File: src/rtl/chess_pkg.sv
// Shared FSM encoding and default geometry for the checkerboard scan generator.
package chess_pkg;
  typedef logic [1:0] state_t;

  localparam state_t ST_IDLE = 2'd0;
  localparam state_t ST_RUN  = 2'd1;
  localparam state_t ST_DONE = 2'd2;

  localparam int unsigned DEF_H_ACT = 800;
  localparam int unsigned DEF_V_ACT = 800;
  localparam int unsigned DEF_SQ    = 100;
endpackage

File: src/rtl/chess_scan_if.sv
// Pixel stream: a pixel moves on any cycle with PIX_VALID=1 and PIX_READY=1; while
// PIX_VALID=1 and PIX_READY=0 every pixel field holds; PIX_READY is ignored when PIX_VALID=0.
interface chess_scan_if;
  logic       PIX_VALID;
  logic       PIX_READY;
  logic       PIX_DATA;
  logic [9:0] PIX_X;
  logic [9:0] PIX_Y;
  logic       SOF;
  logic       EOL;

  modport master (output PIX_VALID, PIX_DATA, PIX_X, PIX_Y, SOF, EOL, input PIX_READY);
  modport slave  (input PIX_VALID, PIX_DATA, PIX_X, PIX_Y, SOF, EOL, output PIX_READY);
endinterface

File: src/rtl/chess_axis_cnt.sv
// One axis of the scan: position counter, square sub-counter and square-parity bit.
module chess_axis_cnt
  import chess_pkg::*;
#(
  parameter int unsigned MAX = DEF_H_ACT,
  parameter int unsigned SQ  = DEF_SQ
) (
  input  logic       clk,
  input  logic       rst_n,
  input  logic       clr,
  input  logic       inc,
  output logic [9:0] pos,
  output logic       last,
  output logic       par
);
  localparam int unsigned SUB_W = (SQ > 1) ? $clog2(SQ) : 1;

  logic [SUB_W-1:0] sub;
  logic             sub_last;

  assign last     = (pos == 10'(MAX - 1));
  assign sub_last = (sub == SUB_W'(SQ - 1));

  // Parity flips each time the sub-counter wraps, so it tracks (pos div SQ) mod 2.
  always_ff @(posedge clk) begin
    if (!rst_n || clr) begin
      pos <= '0;
      sub <= '0;
      par <= 1'b0;
    end else if (inc) begin
      if (last) begin
        pos <= '0;
        sub <= '0;
        par <= 1'b0;
      end else begin
        pos <= pos + 10'd1;
        if (sub_last) begin
          sub <= '0;
          par <= ~par;
        end else begin
          sub <= sub + SUB_W'(1);
        end
      end
    end
  end
endmodule

File: src/rtl/chess_scan.sv
// Checkerboard frame generator: raster-scans one frame per EN request onto a
// valid/ready pixel stream and pulses FRAME_DONE once after the last pixel.
module chess_scan
  import chess_pkg::*;
#(
  parameter int unsigned H_ACT  = DEF_H_ACT,
  parameter int unsigned V_ACT  = DEF_V_ACT,
  parameter int unsigned SQ     = DEF_SQ,
  parameter bit          INVERT = 1'b0
) (
  input  logic          CLK,
  input  logic          RST,
  input  logic          EN,
  chess_scan_if.master  pix,
  output logic          BUSY,
  output logic          FRAME_DONE,
  output state_t        dbg_state
);
  state_t     state;
  logic       run;
  logic       xfer;
  logic [9:0] x_pos, y_pos;
  logic       x_last, y_last, x_par, y_par;

  assign run  = (state == ST_RUN);
  assign xfer = run & pix.PIX_READY;

  // Counters are held at zero outside RUN, so every frame starts from (0,0).
  chess_axis_cnt #(.MAX(H_ACT), .SQ(SQ)) u_x_cnt (
    .clk(CLK), .rst_n(RST), .clr(~run), .inc(xfer),
    .pos(x_pos), .last(x_last), .par(x_par)
  );

  chess_axis_cnt #(.MAX(V_ACT), .SQ(SQ)) u_y_cnt (
    .clk(CLK), .rst_n(RST), .clr(~run), .inc(xfer & x_last),
    .pos(y_pos), .last(y_last), .par(y_par)
  );

  always_ff @(posedge CLK) begin
    if (!RST) begin
      state <= ST_IDLE;
    end else begin
      case (state)
        ST_IDLE: if (EN) state <= ST_RUN;
        ST_RUN:  if (xfer && x_last && y_last) state <= ST_DONE;
        ST_DONE: state <= ST_IDLE;
        default: state <= ST_IDLE;
      endcase
    end
  end

  assign pix.PIX_VALID = run;
  assign pix.PIX_DATA  = run & (x_par ^ y_par ^ INVERT);
  assign pix.PIX_X     = run ? x_pos : 10'd0;
  assign pix.PIX_Y     = run ? y_pos : 10'd0;
  assign pix.SOF       = run & (x_pos == 10'd0) & (y_pos == 10'd0);
  assign pix.EOL       = run & x_last;
  assign BUSY          = (state != ST_IDLE);
  assign FRAME_DONE    = (state == ST_DONE);
  assign dbg_state     = state;
endmodule

File: src/flat_wrapper.sv
// flat-port wrapper written by rule: the top's interface ports become plain ports
module chess_scan_flat import chess_pkg::*;
#(
  parameter int unsigned H_ACT  = DEF_H_ACT,
  parameter int unsigned V_ACT  = DEF_V_ACT,
  parameter int unsigned SQ     = DEF_SQ,
  parameter bit          INVERT = 1'b0
)
  (CLK, RST, EN, BUSY, FRAME_DONE, dbg_state, pix_PIX_VALID, pix_PIX_DATA, pix_PIX_X, pix_PIX_Y, pix_SOF, pix_EOL, pix_PIX_READY);
  chess_scan_if pix_i ();
  input  logic CLK;
  input  logic RST;
  input  logic EN;
  output logic BUSY;
  output logic FRAME_DONE;
  output state_t dbg_state;
  output wire logic [$bits(pix_i.PIX_VALID)-1:0] pix_PIX_VALID;
  output wire logic [$bits(pix_i.PIX_DATA)-1:0] pix_PIX_DATA;
  output wire logic [$bits(pix_i.PIX_X)-1:0] pix_PIX_X;
  output wire logic [$bits(pix_i.PIX_Y)-1:0] pix_PIX_Y;
  output wire logic [$bits(pix_i.SOF)-1:0] pix_SOF;
  output wire logic [$bits(pix_i.EOL)-1:0] pix_EOL;
  input wire logic [$bits(pix_i.PIX_READY)-1:0] pix_PIX_READY;
  assign pix_PIX_VALID = pix_i.PIX_VALID;
  assign pix_PIX_DATA = pix_i.PIX_DATA;
  assign pix_PIX_X = pix_i.PIX_X;
  assign pix_PIX_Y = pix_i.PIX_Y;
  assign pix_SOF = pix_i.SOF;
  assign pix_EOL = pix_i.EOL;
  assign pix_i.PIX_READY = pix_PIX_READY;
  chess_scan #(.H_ACT(H_ACT), .V_ACT(V_ACT), .SQ(SQ), .INVERT(INVERT)) u_core (.CLK(CLK), .RST(RST), .EN(EN), .pix(pix_i), .BUSY(BUSY), .FRAME_DONE(FRAME_DONE), .dbg_state(dbg_state));
endmodule
File: config.mk
export PLATFORM = sky130hd
export DESIGN_NAME = chess_scan_flat
export DESIGN_NICKNAME = d
export VERILOG_FILES = /design/src/rtl/chess_pkg.sv /design/src/rtl/chess_scan_if.sv /design/src/rtl/chess_axis_cnt.sv /design/src/rtl/chess_scan.sv /design/src/flat_wrapper.sv
export SDC_FILE = /design/constraint.sdc
export NUM_CORES = 1
export LEC_CHECK = 0
export CORE_UTILIZATION = 35
export DETAILED_ROUTE_END_ITERATION = 16
export DONT_BUFFER_PORTS = 1
export GPL_TIMING_DRIVEN = 0
export PLACE_DENSITY = 0.48
export SYNTH_ARGS = -nofsm -noshare
export SYNTH_HDL_FRONTEND = slang
export SYNTH_SLANG_ARGS = --single-unit
File: constraint.sdc
create_clock -name CLK -period 5.7 [get_ports CLK]
set_input_delay 0.285 -clock CLK [delete_from_list [all_inputs] [get_ports CLK]]
set_output_delay 0.285 -clock CLK [all_outputs]
set_load 0.1 [all_outputs]
After elaboration in Yosys (flattened, before gate mapping)
Cells that the tools add are included.

storage, ports and cells
  output and inout port bits = 28
  bits in registers = 38
  input bits = 4
  word-level logic and storage cells = 57

operators by class
  equality and inequality tests = 8
  muxes and demuxes = 15
  add/sub/neg operators = 4
  bitwise operators = 10
  reduce and logical (&&, ||, !) cells = 13

operators with widths
  operator                 number
  $mux W10                 4
  $mux W7                  4
  $add A10 B1 Y10 const B  2
  $eq A10 B10 Y1 const B   2
  $logic_not A10 Y1        2
  $add A7 B1 Y7 const B    2
  $eq A7 B7 Y1 const B     2
  $and A1 B1 Y1            6
  $reduce_and A2 Y1        3
  $reduce_bool A2 Y1       3
  $mux W1                  4
  $mux W2                  2
  $ne A2 B2 Y1 const B     2
  $pmux W2 S2              1
  $not A1 Y1               3
  $eq A2 B1 Y1 const B     1
  $eq A2 B2 Y1 const B     1
  $logic_and A1 B1 Y1      2
  $logic_not A2 Y1         1
  $logic_not A1 Y1         1
  $logic_or A1 B1 Y1       1
  $xor A1 B1 Y1            1

Longest topological paths before layout
  depth in word-level cells = 6
  mapped depth = 7
  depth with buffers taken out = 5

By module
A second synthesis with hierarchy kept.

unflattened totals
  cells, all modules = 228
  area, all modules = 2084.5 µm²

modules (own cells, without submodules)
  module          times used  seq. area each (µm²)  area each (µm²)  cells each
  chess_axis_cnt  2           360.3                 885.8            92
  chess_scan      1           40.0                  312.8            44

Worst setup path before layout
No wires, ideal clock.

  path kind = register to output
  start = register u_core.state[0] (netlist: u_core.dbg_state[0])
  end = output pix_SOF
  required time = 5.415 ns
  cell stages (with the launch flop) = 5
  arrival = 4.454 ns
  path slack = 0.961 ns
  path buffers = 2
  path through = dfxtp_1 -> clkbuf_1 -> nand2b_1 -> clkbuf_1 -> nor4_1

on the way
  cells in the longest elaborated chain, start to end = 3

RTL lines
  item                        RTL line            text
  start, declared             chess_scan.sv:19    state_t state;
  start signal, assigned      chess_scan.sv:41    state <= ST_IDLE;
  start signal, assigned      chess_scan.sv:44    ST_IDLE: if (EN) state <= ST_RUN;
  start signal, assigned      chess_scan.sv:45    ST_RUN: if (xfer && x_last && y_last) state <= ST_DONE;
  $eq A2 B1 Y1                chess_scan.sv:25    assign run = (state == ST_RUN);
  $and A1 B1 Y1 (2 in a row)  chess_scan.sv:56    assign pix.SOF = run & (x_pos == 10'd0) & (y_pos == 10'd0);
  end, declared               flat_wrapper.sv:21  output wire logic [$bits(pix_i.SOF)-1:0] pix_SOF;

Every way passes these cells.

Worst setup path in the final report
  start = register u_core.state[0] (netlist: u_core.dbg_state[0])
  end = output pix_PIX_X[4]

on the way
  cells in the longest elaborated chain, start to end = 2

RTL lines
  item               RTL line            text
  $eq A2 B1 Y1       chess_scan.sv:25
  via pix_PIX_VALID  flat_wrapper.sv:17  output wire logic [$bits(pix_i.PIX_VALID)-1:0] pix_PIX_VALID;
  $mux W10           chess_scan.sv:54    assign pix.PIX_X = run ? x_pos : 10'd0;
  end, declared      flat_wrapper.sv:19  output wire logic [$bits(pix_i.PIX_X)-1:0] pix_PIX_X;

The timed path passes the listed nets, and every way through them passes these cells.

==> reports/results.txt <==
IO Count = 32
Share of cells above drive strength 1 = 0.0824
Fmax achieved = 239 MHz
Die X = 79.2 um
Filler cell count = 603
Buffers on Ports = 0
GPL Wtd Cong = 0.770
Detail Route Antenna Nets = 0
Total wire length = 5330 um
Synth Area in Compound Gates = 0.132
Post-synth top flop = dfxtp_1
Synth Area in Simple Gates = 0.355
Core footprint = 5610 um2
CP Class = flop to primary output
Initial DRC count = 105
Global route total overflow = 0
Largest net degree at the start of global routing = 11
CTS H-tree depth = 2
Top cell by count, worst path = clkbuf_1
Area added between synthesis and finish = 10.2%
CTS tree = built
Worst Path Required = 5410 ps
Clock transition at path regs = 80 ps
Skew-Pair Late Insertion Delay = 290 ps
Power per cell area = 216 nW/um2
RSZ-0062 raised after global routing = no
Final Slew Violations = 0
Vias in the first global route = 1683
Clock Tree Root = clkbuf_8
Peak VDD IR = 90.1 uV
Sequential fraction of the synthesis area = 0.365
Post-CTS setup repair buffer count = 0
# resized after CTS = 0
Area leader, netlist = dfxtp_1
Total negative slack = 0 ps
CP Launch Type = flop
#FFs+latches synth = 38
Post-synth top area share = 0.365
Post-Synth Adder-Cell Area = 0.0360
Mux cell area share after synthesis = 0
CTS Buffer Depth = 2
Crit-path max cell delay = 1030 ps
Initial antenna violation count = 0
Layout Nets = 277
GRT Total Usage = 0.180
Vias = 1861
Period minus WS final = 4180 ps
Post-synth EDFFs = 0
WP data arrival = 3900 ps
Status = completed
Cell Rows = 27
CTS sink count = 38
DIE HEIGHT = 79.2 um
Post-DP HPWL = 3760 um
Worst path slowest cell = clkbuf_1
FFs w/ async S/R, synth = 0
Crit-path leading delay family = buffers and inverters
Leakage Power = 0.000769 uW
Syn nets = 269
DRC violations left = 0
Max Cap Violations = 0
Area of the multi-input gates = 1250 um2
Slew @ Worst Pin = 1370 ps
Max_slew headroom = 0.0856
Synth cell types = 39
Sequential cell area = 761 um2
Total CTS buffers = 5
Crit path buf inv count = 3
DP Cell Count = 332
Final worst path period share = 0.734
Synth Instances = 259
DR vias/cell = 5.49
Setup violations, final = 0
Yosys warnings = 0
Die ar. = 6270 um2
Mapped Area = 2080 um2
Pre-Repair DR Iteration Count = 4
HP Class = primary input to flop
Syn_area_per_cell = 8.05 um2
Largest family of logic cells by synthesized area = simple AND/OR/NAND/NOR gates
Final Hold Fails = 0
Synth area leaders = dfxtp_1 (36%), nor2_1 (4.9%), and2_1 (3.9%)
Hold buffers post-CTS = 0
Worst-path maximum fanout = 10
Critical path endpoint category = primary output
Initial core utilization = 0.372
First-pass GRT wire length = 8660 um
Diodes inserted = 0
Crit-path cells = clkbuf_1 -> nand2b_1 -> inv_1 -> clkbuf_1 -> and2_1
Final cell count without fillers = 339
Avg WL per Cell = 15.7 um
Skew final = 10.8 ps
Synth Area in XOR/XNOR = 0.0630
registers in the layout, indices dropped and copies added, names as in the netlist:
signal              flops
u_core.u_y_cnt.par      1
u_core.dbg_state        2
u_core.u_x_cnt.par      1
u_core.u_y_cnt.sub      7
u_core.u_x_cnt.sub      7
u_core.u_y_cnt.pos     10
u_core.u_x_cnt.pos     10
cells by family after synthesis:
| kind of cell | Yosys count |
|---|---|
| adder cells (fa/ha/maj) | 6 |
| AND/OR/NAND/NOR | 134 |
| AO/OA/AOI/OAI | 41 |
| XOR/XNOR | 15 |
| flip-flops | 38 |
| buffers and inverters | 25 |
area by class of cell:
class | count | share of cell area
Buffer | 13 | 0.0245
Clock buffer | 7 | 0.0332
Inverter | 12 | 0.0196
Multi-Input combinational cell | 196 | 0.546
Sequential cell | 38 | 0.331
Tap cell | 72 | 0.0392
Timing Repair Buffer | 1 | 0.00654
cells in the final DEF (no fill, tap or decap), drive strengths merged:
master and instances:
nand2 20, o41ai 5, clkbuf 19, dfxtp 38
nor2b 5, nor3b 1, xnor2 8, a21oi 12
ha 6, buf 2, xor2 7, or4b 2
a31oi 1, and4 4, and3 6, or3 5
o211a 1, or4 4, nand4 8, and2 13
a211oi 1, o21ai 10, a32o 5, inv 12
nand3b 3, nand2b 2, a31o 2, nor2 27
nor4b 1, nor4 6, a41o 1, a21boi 1
nand3 9, nand4b 2, and3b 2, o22ai 2
nor3 14
layer usage:
metal / GRT usage / share of wire / up-vias
li1: - / - / 948
met1: 0.250 / 0.51 / 877
met2: 0.270 / 0.44 / 31
met3: 0.0448 / 0.040 / 5
met4: 0.0600 / 0.010 / 0
met5: 0 / 0 / -
synthesized netlist by cell type (2+ instances only):
library cell	instances
and3b_1	2
nand2b_1	2
nor2b_1	5
a32o_1	5
a31o_2	2
inv_1	12
nand4_1	8
and4_1	4
o21ai_0	10
clkbuf_1	12
nor4_1	6
nor2_1	27
o22ai_1	2
and3_1	6
a21oi_1	12
nor3_1	14
xnor2_1	8
ha_1	6
or3_1	4
nand3b_1	3
nand3_1	9
or4_1	3
o41ai_1	5
and2_1	13
nand4b_1	2
or4b_1	2
xor2_1	7
nand2_1	20
dfxtp_1	38
through the flow:
| step | hold WS (ps) | utilization | total power [uW] | worst slack, ps | cell area [um2] |
|---|---|---|---|---|---|
| 2_1_floorplan | 430 | - | 311 | 961 | 2080 |
| 3_3_place_gp | 444 | 0.388 | 319 | 577 | 2170 |
| 3_5_place_dp | 444 | 0.396 | 323 | 1800 | 2220 |
| 4_1_cts | 131 | 0.410 | 501 | 1470 | 2300 |
| 5_1_grt | 140 | 0.410 | 520 | 1330 | 2300 |
| 6_report | 137 | 0.410 | 496 | 1520 | 2300 |
power by group:
| group | switching, uW | internal, uW |
|---|---|---|
| clock network | 95.1 | 84.4 |
| registers | 5.71 | 267 |
| logic | 34.7 | 9.20 |
path summary, 6_finish.rpt:
check / start / end / slack, ps / cells after the start
setup / recovery: u_core.dbg_state[0] / pix_PIX_X[4] / 1520 / 5
hold / removal: RST / u_core.dbg_state[0] / 140 / 1
setup reg to reg: u_core.dbg_state[0] / u_core.u_x_cnt.par / 2280 / 5
hold reg to reg: u_core.u_y_cnt.sub[1] / u_core.u_y_cnt.sub[1] / 480 / 2
Power figures use the tool's default switching activity.
